--- src/rtl/hazard_unit_pkg.sv ---
// ----------------------------------------------------------------------------
// hazard_unit_pkg
//   Shared encodings for the hazard/forwarding controller and the ID-stage
//   decoder (ctrl).
//   - inst_type_e : instruction class reported by ctrl for the ID instruction
//   - fwd_sel_e   : operand source select driven to the ID comparator/JR
//                   operand muxes and to the EX ALU operand muxes
//   - small helpers classifying instruction classes
// ----------------------------------------------------------------------------
package hazard_unit_pkg;

   typedef enum logic [2:0] {
      INST_NORMAL = 3'd0,
      INST_LW     = 3'd1,
      INST_JR     = 3'd2,
      INST_BEQ    = 3'd3,
      INST_J_TYPE = 3'd4
   } inst_type_e;

   typedef enum logic [1:0] {
      FWD_REG   = 2'b00,   // register file read data
      FWD_EXMEM = 2'b01,   // EX/MEM ALU result
      FWD_MEMWB = 2'b10    // MEM/WB write-back data
   } fwd_sel_e;

   // Instructions that consume their operands already in ID (comparator, JR
   // target) and therefore cannot take an EX-stage result.
   function automatic logic is_id_consumer(input inst_type_e t);
      return (t == INST_BEQ) || (t == INST_JR);
   endfunction

   // Instruction redirects the fetch stream when it leaves ID.
   function automatic logic is_redirect(input inst_type_e t, input logic beq_taken);
      return (t == INST_J_TYPE) || (t == INST_JR) || ((t == INST_BEQ) && beq_taken);
   endfunction

endpackage

--- src/rtl/hazard_unit_fwd_sel.sv ---
// ----------------------------------------------------------------------------
// fwd_sel
//   Forward-source selector for one source operand.
//   Ports:
//     mem_valid/mem_reg_write/mem_dst/mem_is_lw : MEM-stage shadow entry
//     wb_valid/wb_reg_write/wb_dst              : WB-stage shadow entry
//     src      : source register number
//     use_src  : operand is actually read
//     sel      : FWD_REG / FWD_EXMEM / FWD_MEMWB
//   SKIP_MEM_LW=1 is used for ID-stage operands: a load in MEM has no data
//   on the EX/MEM ALU path yet, so it must not be selected from there.
//   MEM has priority over WB (youngest producer wins). Register 0 never
//   forwards.
// ----------------------------------------------------------------------------
module fwd_sel
   import hazard_unit_pkg::*;
#(
   parameter int unsigned REG_AW      = 5,
   parameter bit          SKIP_MEM_LW = 1'b0
) (
   input  logic              mem_valid,
   input  logic              mem_reg_write,
   input  logic [REG_AW-1:0] mem_dst,
   input  logic              mem_is_lw,
   input  logic              wb_valid,
   input  logic              wb_reg_write,
   input  logic [REG_AW-1:0] wb_dst,
   input  logic [REG_AW-1:0] src,
   input  logic              use_src,
   output logic [1:0]        sel
);

   logic src_nonzero;
   logic hit_mem;
   logic hit_wb;

   always_comb begin
      src_nonzero = (src != '0);
      hit_mem     = use_src && src_nonzero && mem_valid && mem_reg_write
                    && (mem_dst == src) && !(SKIP_MEM_LW && mem_is_lw);
      hit_wb      = use_src && src_nonzero && wb_valid && wb_reg_write
                    && (wb_dst == src);
   end

   always_comb begin
      sel = FWD_REG;
      if (hit_mem) begin
         sel = FWD_EXMEM;
      end else if (hit_wb) begin
         sel = FWD_MEMWB;
      end
   end

endmodule

--- src/rtl/hazard_unit.sv ---
// ----------------------------------------------------------------------------
// hazard_unit
//   Pipeline hazard / forwarding controller placed after the ID decoder.
//   Keeps a shadow of the EX, MEM and WB occupants and produces stall,
//   bubble, flush and forward selects with zero latency from the shadows and
//   the ID-stage inputs.
//   Ports:
//     clk, rst_n          : clock (rising edge), async active-low reset
//     id_inst_type        : instruction class of the ID instruction
//     id_reg_write        : ID instruction writes a register
//     id_wr_num           : resolved destination of the ID instruction
//     id_rs, id_rt        : ID source registers
//     id_use_rs/rt        : ID instruction reads rs / rt
//     id_beq_taken        : ID comparator result
//     pc_en, if_id_en     : front-end enables (low while stalling)
//     if_id_flush         : IF/ID loads a NOP (redirect)
//     id_ex_bubble        : ID/EX loads a NOP (stall)
//     id_fwd_a/b          : ID comparator / JR operand source select
//     ex_fwd_a/b          : EX ALU operand source select
//     stall_cnt/flush_cnt : wrapping event counters
// ----------------------------------------------------------------------------
module hazard_unit
   import hazard_unit_pkg::*;
#(
   parameter int unsigned CNT_W  = 32,
   parameter int unsigned REG_AW = 5
) (
   input  logic              clk,
   input  logic              rst_n,
   input  logic [2:0]        id_inst_type,
   input  logic              id_reg_write,
   input  logic [REG_AW-1:0] id_wr_num,
   input  logic [REG_AW-1:0] id_rs,
   input  logic [REG_AW-1:0] id_rt,
   input  logic              id_use_rs,
   input  logic              id_use_rt,
   input  logic              id_beq_taken,
   output logic              pc_en,
   output logic              if_id_en,
   output logic              if_id_flush,
   output logic              id_ex_bubble,
   output logic [1:0]        id_fwd_a,
   output logic [1:0]        id_fwd_b,
   output logic [1:0]        ex_fwd_a,
   output logic [1:0]        ex_fwd_b,
   output logic [CNT_W-1:0]  stall_cnt,
   output logic [CNT_W-1:0]  flush_cnt
);

   typedef struct packed {
      logic              valid;
      logic              reg_write;
      logic [REG_AW-1:0] dst;
      logic              is_lw;
      logic [REG_AW-1:0] rs;
      logic [REG_AW-1:0] rt;
      logic              use_rs;
      logic              use_rt;
   } entry_t;

   entry_t     ex_q, mem_q, wb_q;
   entry_t     id_entry;
   inst_type_e id_type;

   logic ex_hit_rs, ex_hit_rt, mem_hit_rs, mem_hit_rt;
   logic ex_hit, mem_hit;
   logic stall;
   logic redirect;

   // Producer entry e writes register r that the consumer actually reads.
   function automatic logic match(input entry_t e, input logic [REG_AW-1:0] r,
                                  input logic use_r);
      return use_r && e.valid && e.reg_write && (e.dst == r) && (r != '0);
   endfunction

   assign id_type = inst_type_e'(id_inst_type);

   always_comb begin
      id_entry           = '0;
      id_entry.valid     = 1'b1;
      id_entry.reg_write = id_reg_write;
      id_entry.dst       = id_wr_num;
      id_entry.is_lw     = (id_type == INST_LW);
      id_entry.rs        = id_rs;
      id_entry.rt        = id_rt;
      id_entry.use_rs    = id_use_rs;
      id_entry.use_rt    = id_use_rt;
   end

   // ------------------------------------------------------------------------
   // Hazard detection
   // ------------------------------------------------------------------------
   always_comb begin
      ex_hit_rs  = match(ex_q,  id_rs, id_use_rs);
      ex_hit_rt  = match(ex_q,  id_rt, id_use_rt);
      mem_hit_rs = match(mem_q, id_rs, id_use_rs);
      mem_hit_rt = match(mem_q, id_rt, id_use_rt);
      ex_hit     = ex_hit_rs || ex_hit_rt;
      mem_hit    = mem_hit_rs || mem_hit_rt;
   end

   // ID consumers need the value at the start of EX's successor: any EX
   // producer is too late, and a load in MEM has not produced data yet.
   // Everyone else only waits on a load sitting directly in EX.
   always_comb begin
      if (is_id_consumer(id_type)) begin
         stall = ex_hit || (mem_hit && mem_q.is_lw);
      end else begin
         stall = ex_hit && ex_q.is_lw;
      end
   end

   // Redirect is gated by rst_n so if_id_flush holds its reset value while
   // reset is asserted, independent of what ctrl presents.
   assign redirect = rst_n && !stall && is_redirect(id_type, id_beq_taken);

   always_comb begin
      pc_en        = !stall;
      if_id_en     = !stall;
      id_ex_bubble = stall;
      if_id_flush  = redirect;
   end

   // ------------------------------------------------------------------------
   // Shadow pipeline and counters
   // ------------------------------------------------------------------------
   always_ff @(posedge clk or negedge rst_n) begin
      if (!rst_n) begin
         ex_q      <= '0;
         mem_q     <= '0;
         wb_q      <= '0;
         stall_cnt <= '0;
         flush_cnt <= '0;
      end else begin
         wb_q  <= mem_q;
         mem_q <= ex_q;
         ex_q  <= stall ? entry_t'('0) : id_entry;
         if (stall) begin
            stall_cnt <= stall_cnt + CNT_W'(1);
         end
         if (redirect) begin
            flush_cnt <= flush_cnt + CNT_W'(1);
         end
      end
   end

   // ------------------------------------------------------------------------
   // Forward selects
   // ------------------------------------------------------------------------
   fwd_sel #(.REG_AW(REG_AW), .SKIP_MEM_LW(1'b1)) u_id_fwd_a (
      .mem_valid     (mem_q.valid),
      .mem_reg_write (mem_q.reg_write),
      .mem_dst       (mem_q.dst),
      .mem_is_lw     (mem_q.is_lw),
      .wb_valid      (wb_q.valid),
      .wb_reg_write  (wb_q.reg_write),
      .wb_dst        (wb_q.dst),
      .src           (id_rs),
      .use_src       (id_use_rs),
      .sel           (id_fwd_a)
   );

   fwd_sel #(.REG_AW(REG_AW), .SKIP_MEM_LW(1'b1)) u_id_fwd_b (
      .mem_valid     (mem_q.valid),
      .mem_reg_write (mem_q.reg_write),
      .mem_dst       (mem_q.dst),
      .mem_is_lw     (mem_q.is_lw),
      .wb_valid      (wb_q.valid),
      .wb_reg_write  (wb_q.reg_write),
      .wb_dst        (wb_q.dst),
      .src           (id_rt),
      .use_src       (id_use_rt),
      .sel           (id_fwd_b)
   );

   fwd_sel #(.REG_AW(REG_AW), .SKIP_MEM_LW(1'b0)) u_ex_fwd_a (
      .mem_valid     (mem_q.valid),
      .mem_reg_write (mem_q.reg_write),
      .mem_dst       (mem_q.dst),
      .mem_is_lw     (mem_q.is_lw),
      .wb_valid      (wb_q.valid),
      .wb_reg_write  (wb_q.reg_write),
      .wb_dst        (wb_q.dst),
      .src           (ex_q.rs),
      .use_src       (ex_q.valid && ex_q.use_rs),
      .sel           (ex_fwd_a)
   );

   fwd_sel #(.REG_AW(REG_AW), .SKIP_MEM_LW(1'b0)) u_ex_fwd_b (
      .mem_valid     (mem_q.valid),
      .mem_reg_write (mem_q.reg_write),
      .mem_dst       (mem_q.dst),
      .mem_is_lw     (mem_q.is_lw),
      .wb_valid      (wb_q.valid),
      .wb_reg_write  (wb_q.reg_write),
      .wb_dst        (wb_q.dst),
      .src           (ex_q.rt),
      .use_src       (ex_q.valid && ex_q.use_rt),
      .sel           (ex_fwd_b)
   );

   // Shadow fields kept for completeness of the occupant record but not
   // consumed downstream of MEM.
   logic unused_shadow;
   assign unused_shadow = ^{mem_q.rs, mem_q.rt, mem_q.use_rs, mem_q.use_rt,
                            wb_q.is_lw, wb_q.rs, wb_q.rt, wb_q.use_rs, wb_q.use_rt};

endmodule
--- config.mk ---
export PLATFORM = sky130hd
export DESIGN_NAME = hazard_unit
export DESIGN_NICKNAME = d
export VERILOG_FILES = /design/src/rtl/hazard_unit_pkg.sv /design/src/rtl/hazard_unit_fwd_sel.sv /design/src/rtl/hazard_unit.sv
export SDC_FILE = /design/constraint.sdc
export NUM_CORES = 1
export LEC_CHECK = 0
export ABC_AREA = 1
export CAP_MARGIN = 20
export CELL_PAD_IN_SITES_DETAIL_PLACEMENT = 1
export CELL_PAD_IN_SITES_GLOBAL_PLACEMENT = 1
export CORE_ASPECT_RATIO = 0.6
export CORE_MARGIN = 2
export CORE_UTILIZATION = 39
export CTS_CLUSTER_DIAMETER = 120
export DETAILED_ROUTE_END_ITERATION = 6
export PLACE_DENSITY_LB_ADDON = 0.1
export SLEW_MARGIN = 20
export SYNTH_ARGS = -nofsm -noshare
export SYNTH_HDL_FRONTEND = slang
export SYNTH_SLANG_ARGS = --single-unit
export TNS_END_PERCENT = 10
--- constraint.sdc ---
create_clock -name clk -period 2.34 [get_ports clk]
set_input_delay 0.234 -clock clk [delete_from_list [all_inputs] [get_ports clk]]
set_output_delay 0.234 -clock clk [all_outputs]
set_load 0.01 [all_outputs]
==> summary.txt <==
Critical path
  – Worst reg-to-reg path cell count: 10
  – Crit path depth: 9
  – R2R Path Start: stall_cnt[1]$_DFFE_PN0P_
  – Max incr delay on CP: 0.54 ns
  – Crit path capture type: primary output
  – Reg-to-Reg End: stall_cnt[28]$_DFFE_PN0P_
  – R2R setup slack: 0.19 ns
  – Worst EP required: 2.11 ns
  – CP top delay family: buffers and inverters
  – Type of the worst setup path: in2out
  – CP Data Arrival Time: 2.17 ns
  – Critical path's slowest cell: clkdlybuf4s50_1
  – Startpoint types: primary input
  – Crit path buffers/inverters: 4
  – Crit path cell chain: clkdlybuf4s50_1, inv_1, buf_4, nand2_1, nand4_1, a221oi_2, nand2_1, nor2_1, clkdlybuf4s50_1
  – CP max FO: 3

Final layout
  – Antenna cells: 0
  – Fin area: 7840 um2
  – Area delta synth->final: 30.7%
  – Final cell count without fillers: 1177
  – Layout Nets: 995
  – Share of cells above drive strength 1: 0.122

Yosys
  – Fraction of registers with async set/reset: 1.00
  – Post-synth cell types: 31
  – Post-synth EDFFs: 0
  – Main flop type after synthesis: dfrtp_1
  – Seq/Total Area, Yosys: 0.413
  – Synthesis Warnings: 0
  – Avg Cell Area, Syn: 7.16 um2
  – Post-synthesis register bit count: 99
  – Post-Syn Area: 6000 um2
  – Syn nets: 863
  – Syn Inst Count: 837

Routing
  – DR pass1 iterations: 4
  – Number of vias per cell: 5.02
  – DRT iter0 DRCs: 436
  – DRT Wirelength: 20700 um
  – DRC Markers: 0
  – Vias: 5913
  – Routed len/inst: 17.6 um
  – Antenna-violating nets left: 0

Die
  – Die area: 16400 um2
  – # rows: 35
  – Die height: 100 um
  – Core ar.: 15200 um2
  – Starting Density: 0.395
  – Die W: 164 um
  – Boundary Pins: 100

Pwr
  – Total power: 4.08 mW
  – Peak VDD IR: 0.365 mV
  – Pleak: 3.78 nW
  – PwrDens: 520 nW/um2

Clock tree
  – H-tree depth: 3
  – CTS Buf Count: 9
  – Max clock buf depth: 2
  – Worst-Skew Late Latency: 0.35 ns
  – Clock Tree Root: clkbuf_16
  – Hold-fix buffers, CTS: 0
  – Clk pin slew, worst setup/hold paths: 0.08 ns
  – CTS tree: done
  – CTS Sinks: 99

STA
  – Final setup viols: 1
  – Final Hold Viols: 26
  – Final period util: 1.03
  – Setup TNS: -0.0680 ns
  – RSZ-0062 raised after global routing: true
  – Hold slack: -0.0193 ns
  – Max Clk Rate: 415 MHz
  – Fin Clk Skew: 0.0121 ns
  – Slew headroom: 0.618
  – Slew @ Worst Pin: 0.574 ns
  – Final WS setup: -0.0680 ns
  – Tmin final: 2.41 ns
  – Max Slew Vio Count: 0

Placed design
  – DP Cell Count: 1155
  – Post-DP HPWL: 15800 um
  – Port Buffers: 99
  – Dpl cell area: 7390 um2
  – Placer congestion estimate: 0.911

Status
  – Failing checks: hold timing, setup timing
  – Status: finished with violations

GRT
  – GR Util All Layers: 0.261
  – GRT overflow: 0
  – First-pass GRT wire length: 33000 um
  – Largest net degree at the start of global routing: 100
  – Antenna violations before repair: 0
  – Vias in the first global route: 6107

Flow run
  – Max cap viols: 0

Hold path
  – Tightest Hold Check Type: in2async
[flip-flops by register name, indices dropped and copies added, names as in the netlist]
register	cells
flush_cnt	32
stall_cnt	32
ex_q	20
mem_q	8
wb_q	7
[timing repair]
action	in CTS	in global routing
endpoints found under the setup margin	12	9
endpoints found under the hold margin	0	0
pin swaps	1	2
gates resized for setup	35	16
setup buffers	3	3
[cell families (layout without fill, tap and decap cells)]
group	Yosys count	count (layout)	share of synthesized area
simple gates	543	543	0.392
buf+inv	122	259	0.0908
flops	99	99	0.413
xor+xnor	61	61	0.0891
compound gates	10	10	0.0106
fa+ha+maj	2	2	0.00417
[routing by layer]
layer / vias up / track usage / wire [um]
li1: 2869 / - / -
met2: 110 / 0.403 / 9150
met1: 2912 / 0.396 / 10400
met5: - / 0 / 0
met3: 22 / 0.0339 / 987
met4: 0 / 0.0445 / 227
[layout by cell type (no fill, tap or decap), types with 3 or more instances in the layout]
| cell type | Yosys | layout |
|---|---|---|
| nand2_1 | 295 | 293 |
| dfrtp_1 | 99 | 89 |
| inv_1 | 89 | 88 |
| nor2_1 | 92 | 84 |
| clkdlybuf4s50_1 | 0 | 82 |
| nand3_1 | 70 | 70 |
| buf_4 | 7 | 45 |
| xor2_1 | 36 | 36 |
| nor3_1 | 29 | 26 |
| nand4_1 | 23 | 23 |
| xnor2_1 | 25 | 23 |
| nand3b_1 | 14 | 14 |
| dlygate4sd2_1 | 0 | 14 |
| nor2_2 | 4 | 10 |
| dfrtp_2 | 0 | 10 |
| clkbuf_16 | 0 | 9 |
| inv_2 | 8 | 8 |
| nand2_2 | 2 | 4 |
| or2_2 | 4 | 4 |
| nor2_4 | 1 | 3 |
| a21oi_1 | 4 | 3 |
| nor4_1 | 4 | 3 |
| nor3_2 | 0 | 3 |
| clkinv_4 | 0 | 3 |
[cells in the mapped netlist (4+ instances only)]
cell type  number  area, um2
buf_2          10       50.1
dfrtp_1        99       2480
nor3_1         29        145
buf_4           7       52.6
xor2_1         36        315
a21oi_1         4       20.0
nor2_2          4       25.0
nor2_1         92        345
nand2_1       295       1110
nor4_1          4       25.0
or2_2           4       25.0
nand4_1        23        144
nand3_1        70        350
inv_2           8       30.0
xnor2_1        25        219
nand3b_1       14        105
inv_1          89        334
buf_6           6       67.6
[stage by stage]
stage / hold slack [ns] / utilization / setup slack (ns)
after floorplan: -0.0616 / - / 0.625
after global placement: 0.357 / 0.487 / -0.183
after detailed placement: 0.365 / 0.487 / -0.228
after CTS: 0.0279 / 0.511 / -0.132
after global routing: 0.0102 / 0.516 / -0.137
final: -0.0193 / 0.516 / -0.0680
[power breakdown]
part           total, mW  leakage, nW  switching (mW)  internal, mW
sequential          1.90         1.28           0.123          1.78
combinational      0.573         2.35           0.308         0.264
clock               1.60        0.156           0.706         0.893
[worst max path at each step]
| stage | from | to | slack (ns) |
|---|---|---|---|
| after floorplan | stall_cnt[0]$_DFFE_PN0P_ | stall_cnt[28]$_DFFE_PN0P_ | 0.62 |
| after global placement | id_rt[3] | pc_en | -0.18 |
| after detailed placement | id_rs[1] | pc_en | -0.23 |
| after CTS | mem_q[16]$_DFF_PN0_ | id_ex_bubble | -0.13 |
| after global routing | id_rt[1] | id_fwd_b[1] | -0.14 |
| final | id_rt[1] | id_fwd_b[1] | -0.07 |
[final cells by class]
type,instances,area (um2)
tap,203,254
timing repair buffer,145,1340
clock inverter,5,61.3
inverter,98,373
multi-input combinational,616,3070
sequential,99,2490
fill,1940,7360
clock buffer,11,253
(Power assumes the default switching activity.)
